`config.mk`:
```
export PLATFORM = sky130hd
export DESIGN_NAME = bcd_serializer
export DESIGN_NICKNAME = d
export VERILOG_FILES = /design/src/rtl/bcd_serializer_pkg.sv /design/src/rtl/bcd_leading_zero_counter.sv /design/src/rtl/bcd_serializer.sv
export SDC_FILE = /design/constraint.sdc
export NUM_CORES = 1
export LEC_CHECK = 0
export ABC_CLOCK_PERIOD_IN_PS = 1580
export BUFFER_PORTS_ARGS = -buffer_cell sky130_fd_sc_hd__clkbuf_2
export CORE_MARGIN = 2
export CORE_UTILIZATION = 35
export CTS_BUF_LIST = sky130_fd_sc_hd__clkbuf_8 sky130_fd_sc_hd__clkbuf_16
export CTS_CLUSTER_DIAMETER = 30
export CTS_CLUSTER_SIZE = 24
export DETAILED_ROUTE_END_ITERATION = 6
export GPL_ROUTABILITY_DRIVEN = 0
export PLACE_DENSITY_LB_ADDON = 0.15
export SYNTH_ARGS = -nofsm -noshare
export SYNTH_HDL_FRONTEND = slang
export SYNTH_SLANG_ARGS = --single-unit
```
`constraint.sdc`:
```
create_clock -name clock -period 1.58 [get_ports clock]
set_input_delay 0.158 -clock clock [delete_from_list [all_inputs] [get_ports clock]]
set_output_delay 0.158 -clock clock [all_outputs]
set_load 0.02 [all_outputs]
```
`src/rtl/bcd_serializer_pkg.sv`:
```
// Shared BCD constants (ASCII codes, state encoding) and helpers for the BCD
// serializer and future display drivers.
`ifndef BCD_VH
`define BCD_VH
`define BCD_ASCII_ZERO    8'h30
`define BCD_ASCII_INVALID 8'h3F
`define BCD_STATE_IDLE    1'b0
`define BCD_STATE_SEND    1'b1
`endif

package bcd_serializer_pkg;

  typedef enum logic {
    ST_IDLE = `BCD_STATE_IDLE,
    ST_SEND = `BCD_STATE_SEND
  } state_t;

  // Non-decimal nibbles are shown as '?' so corrupted input is visible on a console.
  function automatic logic [7:0] digit_to_ascii(input logic [3:0] digit);
    if (digit <= 4'd9)
      return `BCD_ASCII_ZERO + {4'h0, digit};
    else
      return `BCD_ASCII_INVALID;
  endfunction

endpackage

```
`src/rtl/bcd_leading_zero_counter.sv`:
```
// Counts zero digits from the most-significant end of a packed BCD word.
// Digit 0 is never counted, so an all-zero word still leaves one digit to show.
module bcd_leading_zero_counter #(
  parameter int NUMBER_DIGITS = 3,
  parameter int CNT_W         = $clog2(NUMBER_DIGITS + 1)
) (
  input  logic [NUMBER_DIGITS*4-1:0] bcd,
  output logic [CNT_W-1:0]           count
);

  logic still_zero;

  always_comb begin
    count      = '0;
    still_zero = 1'b1;
    for (int i = NUMBER_DIGITS - 1; i >= 1; i--) begin
      if (still_zero && (bcd[i*4 +: 4] == 4'd0))
        count = count + 1'b1;
      else
        still_zero = 1'b0;
    end
  end

endmodule

```
`src/rtl/bcd_serializer.sv`:
```
// Emits a packed BCD word as ASCII characters, most-significant digit first,
// one character per valid/ready handshake, with optional leading-zero suppression.
module bcd_serializer
  import bcd_serializer_pkg::*;
#(
  parameter int WIDTH_BCD              = 12,
  parameter bit SUPPRESS_LEADING_ZEROS = 1'b1
) (
  input  logic                 clock,
  input  logic                 resetn,
  input  logic                 bcd_valid,
  output logic                 bcd_ready,
  input  logic [WIDTH_BCD-1:0] bcd,
  output logic                 char_valid,
  input  logic                 char_ready,
  output logic [7:0]           char,
  output logic                 char_last
);

  localparam int NUMBER_DIGITS = WIDTH_BCD / 4;
  localparam int CNT_W         = $clog2(NUMBER_DIGITS + 1);

  state_t               state;
  state_t               state_nxt;
  logic [WIDTH_BCD-1:0] shreg;
  logic [CNT_W-1:0]     remaining;
  logic [CNT_W-1:0]     lz_raw;
  logic [CNT_W-1:0]     lz;
  logic                 load;
  logic                 advance;
  logic                 on_last;

  bcd_leading_zero_counter #(
    .NUMBER_DIGITS (NUMBER_DIGITS),
    .CNT_W         (CNT_W)
  ) u_lzc (
    .bcd   (bcd),
    .count (lz_raw)
  );

  assign lz      = SUPPRESS_LEADING_ZEROS ? lz_raw : '0;
  assign on_last = (remaining == CNT_W'(1));

  always_comb begin
    state_nxt = state;
    load      = 1'b0;
    advance   = 1'b0;
    case (state)
      ST_IDLE: begin
        if (bcd_valid) begin
          load      = 1'b1;
          state_nxt = ST_SEND;
        end
      end
      ST_SEND: begin
        if (char_ready) begin
          if (on_last)
            state_nxt = ST_IDLE;
          else
            advance = 1'b1;
        end
      end
      default: state_nxt = ST_IDLE;
    endcase
  end

  // Capture pre-shifts past suppressed zeros so the first digit to send is always the top nibble.
  always_ff @(posedge clock) begin
    if (!resetn) begin
      state     <= ST_IDLE;
      shreg     <= '0;
      remaining <= '0;
    end else begin
      state <= state_nxt;
      if (load) begin
        shreg     <= bcd << {lz, 2'b00};
        remaining <= CNT_W'(NUMBER_DIGITS) - lz;
      end else if (advance) begin
        shreg     <= shreg << 4;
        remaining <= remaining - 1'b1;
      end
    end
  end

  // Outputs decode registered state only, so nothing combinational reaches them from the handshakes.
  assign bcd_ready  = (state == ST_IDLE);
  assign char_valid = (state == ST_SEND);
  assign char       = char_valid ? digit_to_ascii(shreg[WIDTH_BCD-1 -: 4]) : 8'h00;
  assign char_last  = char_valid && on_last;

endmodule

```
[Word level (Yosys, flattened, before mapping)]
Cells that the tools add are included.
Storage, ports and cells
  bits in read-only memories: 0
  output and inout bits: 11
  word-level logic and storage cells: 32
  bits of input ports: 16
  register bits: 15
  memory bits (writable): 0
  bits in latches: 0
  memories: 0
Cells by class
  mux-type cells: 16
  bitwise operators: 1
  divide/modulo/power cells: 0
  equality and inequality tests: 1
  multiply operators: 0
  order comparisons: 1
  shift-type cells: 1
  reduce and logical (&&, ||, !) cells: 5
  add/sub/neg operators: 4
Operators by type and width (count)
  $mux W12: 2
  $shl A12 B4 Y12: 1
  $logic_not A4 Y1: 2
  $mux W1: 8
  $mux W8: 1
  $add A6 B4 Y7 const A: 1
  $mux W7: 1
  $mux W2: 3
  $le A4 B4 Y1 const B: 1
  $add A2 B1 Y2 const B: 1
  $eq A2 B1 Y1 const B: 1
  $logic_and A1 B1 Y1: 2
  $pmux W1 S2: 1
  $reduce_bool A2 Y1: 1
  $sub A2 B1 Y2 const B: 1
  $sub A2 B2 Y2 const A: 1
  $not A1 Y1: 1

[Logic depth before layout (Yosys ltp)]
  word-level depth: 6
  mapped depth: 6
  mapped depth without buffers: 5

[Cells and area by module]
Synthesis repeated with hierarchy kept, for this count alone.
Second synthesis, totals
  cells, all modules: 102
  area, all modules: 953.4 um^2
By module, submodules not included
  bcd_serializer: times used 1, cells an instance 98, area each 910.9 um^2, seq. area each 300.3 um^2
  bcd_leading_zero_counter: times used 1, cells an instance 4, area each 42.5 um^2, seq. area each 0.0 um^2

[Worst setup path after synthesis]
Ideal clock, no wire load.
  path type: register -> output
  from: register state (netlist: char_valid)
  to: output char[0]
  cell stages (with the launch flop): 4
  buffers on the path: 1
  path slack: 136 ps
  data arrival time: 1286 ps
  data required time: 1422 ps
  path through: dfxtp_1 clkbuf_1 inv_1 a21oi_1
Between the ends
  longest elaborated chain between the ends: 1
Ends and longest elaborated chain
  from (decl): RTL line bcd_serializer.sv:23  | state_t state;
  from (signal assigned): RTL line bcd_serializer.sv:74  | state <= state_nxt;
  $mux W8: RTL line bcd_serializer.sv:88  | assign char = char_valid ? digit_to_ascii(shreg[WIDTH_BCD-1 -: 4]) : 8'h00;
  to (decl): RTL line bcd_serializer.sv:16  | output logic [7:0] char,
Every way passes these cells.

[Worst setup path in the final report]
  from: register remaining[0]
  to: register shreg[10]
Between the ends
  longest elaborated chain between the ends: 5
Ends and longest elaborated chain
  from (decl): RTL line bcd_serializer.sv:26  | logic [CNT_W-1:0] remaining;
  from (signal assigned): RTL line bcd_serializer.sv:77  | remaining <= CNT_W'(NUMBER_DIGITS) - lz;
  from (signal assigned): RTL line bcd_serializer.sv:80  | remaining <= remaining - 1'b1;
  $eq A2 B1 Y1: RTL line bcd_serializer.sv:42  | assign on_last = (remaining == CNT_W'(1));
  $mux W1: RTL line bcd_serializer.sv:57  | if (on_last)
  $mux W1: RTL line bcd_serializer.sv:56  | if (char_ready) begin
  $mux W1: RTL line bcd_serializer.sv:48  | case (state)
  $reduce_bool A2 Y1 (no line)
  to (signal assigned): RTL line bcd_serializer.sv:76  | shreg <= bcd << {lz, 2'b00};
  to (signal assigned): RTL line bcd_serializer.sv:79  | shreg <= shreg << 4;
  to (decl): RTL line bcd_serializer.sv:25  | logic [WIDTH_BCD-1:0] shreg;
Every way passes these cells.
A chain may end at the register's enable or synchronous reset.

==> flow_summary.yaml <==
synthesis:
  syn_avg_cell_area_um2: 8.408
  seq_area_frac_synth_pct: 33.38
  synth_area_leaders: "dfxtp_1 33%, nand3_1 7.8%, a21oi_1 5.0%"
  async_flop_share_pct: 0
  synth_seq_cells: 15
  synth_top_flop_cell: "dfxtp_1"
  synth_top_cells_by_count: "15 x dfxtp_1, 14 x nand3_1, 9 x a21oi_1"
  syn_inst: 107
  synth_top_area_share_pct: 33.38
  synth_area_leader_cell: "dfxtp_1"
  synth.most_common_cell: "dfxtp_1"
  netlist_area_um2: 899.6
  ys_warn_count: 0
  synth_enable_flop_cells: 0
  synth_cell_type_count: 32
cells_and_area:
  final_nets: 151
  area_growth_pct: 22.67
  diodes: 0
  final_util_pct: 44.95
  layout-drive-gt1-share_pct: 31.58
clock_network:
  cts_buffers: 3
  cts_buffer_depth: 2
  cts-root-buf: "clkbuf_8"
  worst_skew_pair.late_latency_ns: 0.25
  path_clk_slew_ns: 0.07
  htree_levels: 1
  cts_tree: "yes"
  cts.sinks: 15
  cts-hold-fix-buffers: 0
global_routing:
  gr-usage-all-layers_pct: 18.37
  grt_start_max_net_pins: 12
  grt_first_pass_wirelength_um: 3884
  grt_pass1_vias: 827
  overflow: 0
  grt_antenna_before_repair: 0
critical_path:
  crit_slowest_cell: "dfxtp_1"
  reg2reg_to: "shreg[10]$_SDFFE_PN0P_"
  cp_num_buf_inv: 1
  r2r_cells: 5
  worstSetupPathType: "reg2reg"
  critical_path.top_delay_family: "flip-flops"
  critPathArrivalTime_ns: 1.62
  cp.required_ns: 1.70
  start_kind: "flip-flop"
  r2r_slack_ns: 0.08
  path_max_fanout: 7
  slowest_delay_ns: 0.37
  end_kind: "flip-flop"
  crit_chain: "ha_2 > and3b_2 > buf_4 > o311ai_0 > a221oi_1"
  r2r_start: "remaining[0]$_SDFFE_PN0P_"
status:
  status: "finished, final reports clean"
sta:
  skew_ns: 0.006561
  timing.final.max_slew_violations: 0
  setup_violations: 0
  max_freq_mhz: 665.2
  post-route-period-util_pct: 95.15
  final-hold-violation-count: 0
  setup_ws_ns: 0.07662
  min_period_ns: 1.503
  rsz0062_at_grt: "no"
placed_design:
  hpwl_um: 1849
  dpl_worst_slack_ns: -0.05998
  port_buffers: 24
floorplan:
  start_util_pct: 36.65
  dieHeight_um: 54.70
  die_x_um: 54.70
  fp-row-count: 18
  dieArea_mm2: 0.002992
  core_mm2: 0.002455
  io_pins: 27
route:
  vias: 926
  firstDrtPassIters: 4
  drtIter0Drc: 11
  ant_nets: 0
  vias_per_cell: 5.681
  drt-total-wl_um: 2361
  avgRoutedWirePerCell_um: 14.48
  drcViolationCount: 0
power_and_ir_drop:
  p_total_mw: 0.9691
  power_density_mw_per_mm2: 878.1
  max-vdd-ir-drop_uv: 573.7
  leakagePower_nw: 0.4630
worst_hold_path:
  hp-start: "bcd[1]"
  min_path_cells: 3
  hold_class: "in2reg"
  whs_endpoint: "shreg[1]$_SDFFE_PN0P_"
run:
  max-cap-violations: 0
## sequential cells by signal, indices dropped and copies added, names as in the netlist
register,count
char_valid,1
remaining,2
shreg,12
## how the worst max path moves through the flow
stage | startpoint | endpoint | depth (start not counted)
global placement | remaining[1]$_SDFFE_PN0P_ | shreg[9]$_SDFFE_PN0P_ | 5
CTS | remaining[0]$_SDFFE_PN0P_ | shreg[9]$_SDFFE_PN0P_ | 4
finish | remaining[0]$_SDFFE_PN0P_ | shreg[10]$_SDFFE_PN0P_ | 5
floorplan | char_valid$_SDFF_PN0_ | char[0] | 3
detailed placement | remaining[1]$_SDFFE_PN0P_ | shreg[9]$_SDFFE_PN0P_ | 5
global route | char_valid$_SDFF_PN0_ | char[0] | 4
## stage by stage
stage / area (um^2) / hold WS, ns / setup TNS, ns / std cells
6_report: 1104 / 0.1534 / 0 / 163
4_1_cts: 1076 / 0.1540 / 0 / 160
2_1_floorplan: 903.4 / 0.2474 / 0 / 108
3_3_place_gp: 1026 / 0.4109 / 0 / 156
3_5_place_dp: 1026 / 0.4214 / -0.05998 / 156
5_1_grt: 1104 / 0.1722 / 0 / 163
## timing repair
action                                  CTS  global route
hold endpoints to repair                  0             0
cloned                                    0             0
endpoints found under the setup margin    3             1
resized for setup                         2             3
setup buffers                             0             3
## power breakdown
| part | internal, mW | switching (mW) | total, mW |
|---|---|---|---|
| Combinational | 0.0912 | 0.123 | 0.214 |
| Sequential | 0.410 | 0.0275 | 0.437 |
| Clock | 0.175 | 0.144 | 0.318 |
## tightest hold or removal path, cell delays in order
cell and delay (ns):
clkbuf_2 0.09, nand3_1 0.06, a21oi_1 0.05
## cells by family after synthesis
group	Yosys count	synth area share [%]
fa+ha+maj	1	1.391
buf+inv	17	9.735
flops	15	33.38
other cells	1	0.4168
compound gates	30	22.67
mux	4	4.451
xor+xnor	1	0.9738
simple gates	38	26.98
## cell type report
type	instances	area, um^2
Fill cell	249	1351
Multi-Input combinational cell	76	524.3
Sequential cell	15	300.3
Timing Repair Buffer	30	165.2
Clock buffer	3	41.29
Tap cell	30	37.54
Inverter	8	30.03
Clock inverter	1	5.005
## metal layers
metal | GRT usage (%) | share of wire, %
met5 | 0 | 0
met4 | 5.833 | 1.3
met3 | 3.825 | 6.3
met2 | 29.37 | 46
met1 | 24.42 | 46
## cell usage in the layout (no fill, tap or decap), drive strengths merged
cell type and count:
mux2i 4, clkbuf 27, o21ai 7, or4 2, nor4 2, and2 2
a31oi 1, and3b 2, o221ai 4, o311ai 4, nand3 14, xnor2 1
ha 1, nand2 2, inv 8, a221oi 4, nor3 1, or4bb 4
dfxtp 15, a21oi 9, nor2 6, nand3b 1, o31ai 1, conb 2
nor2b 1, nand2b 1, buf 6, clkinv 1
No activity file was read; power rests on OpenSTA's default activity.
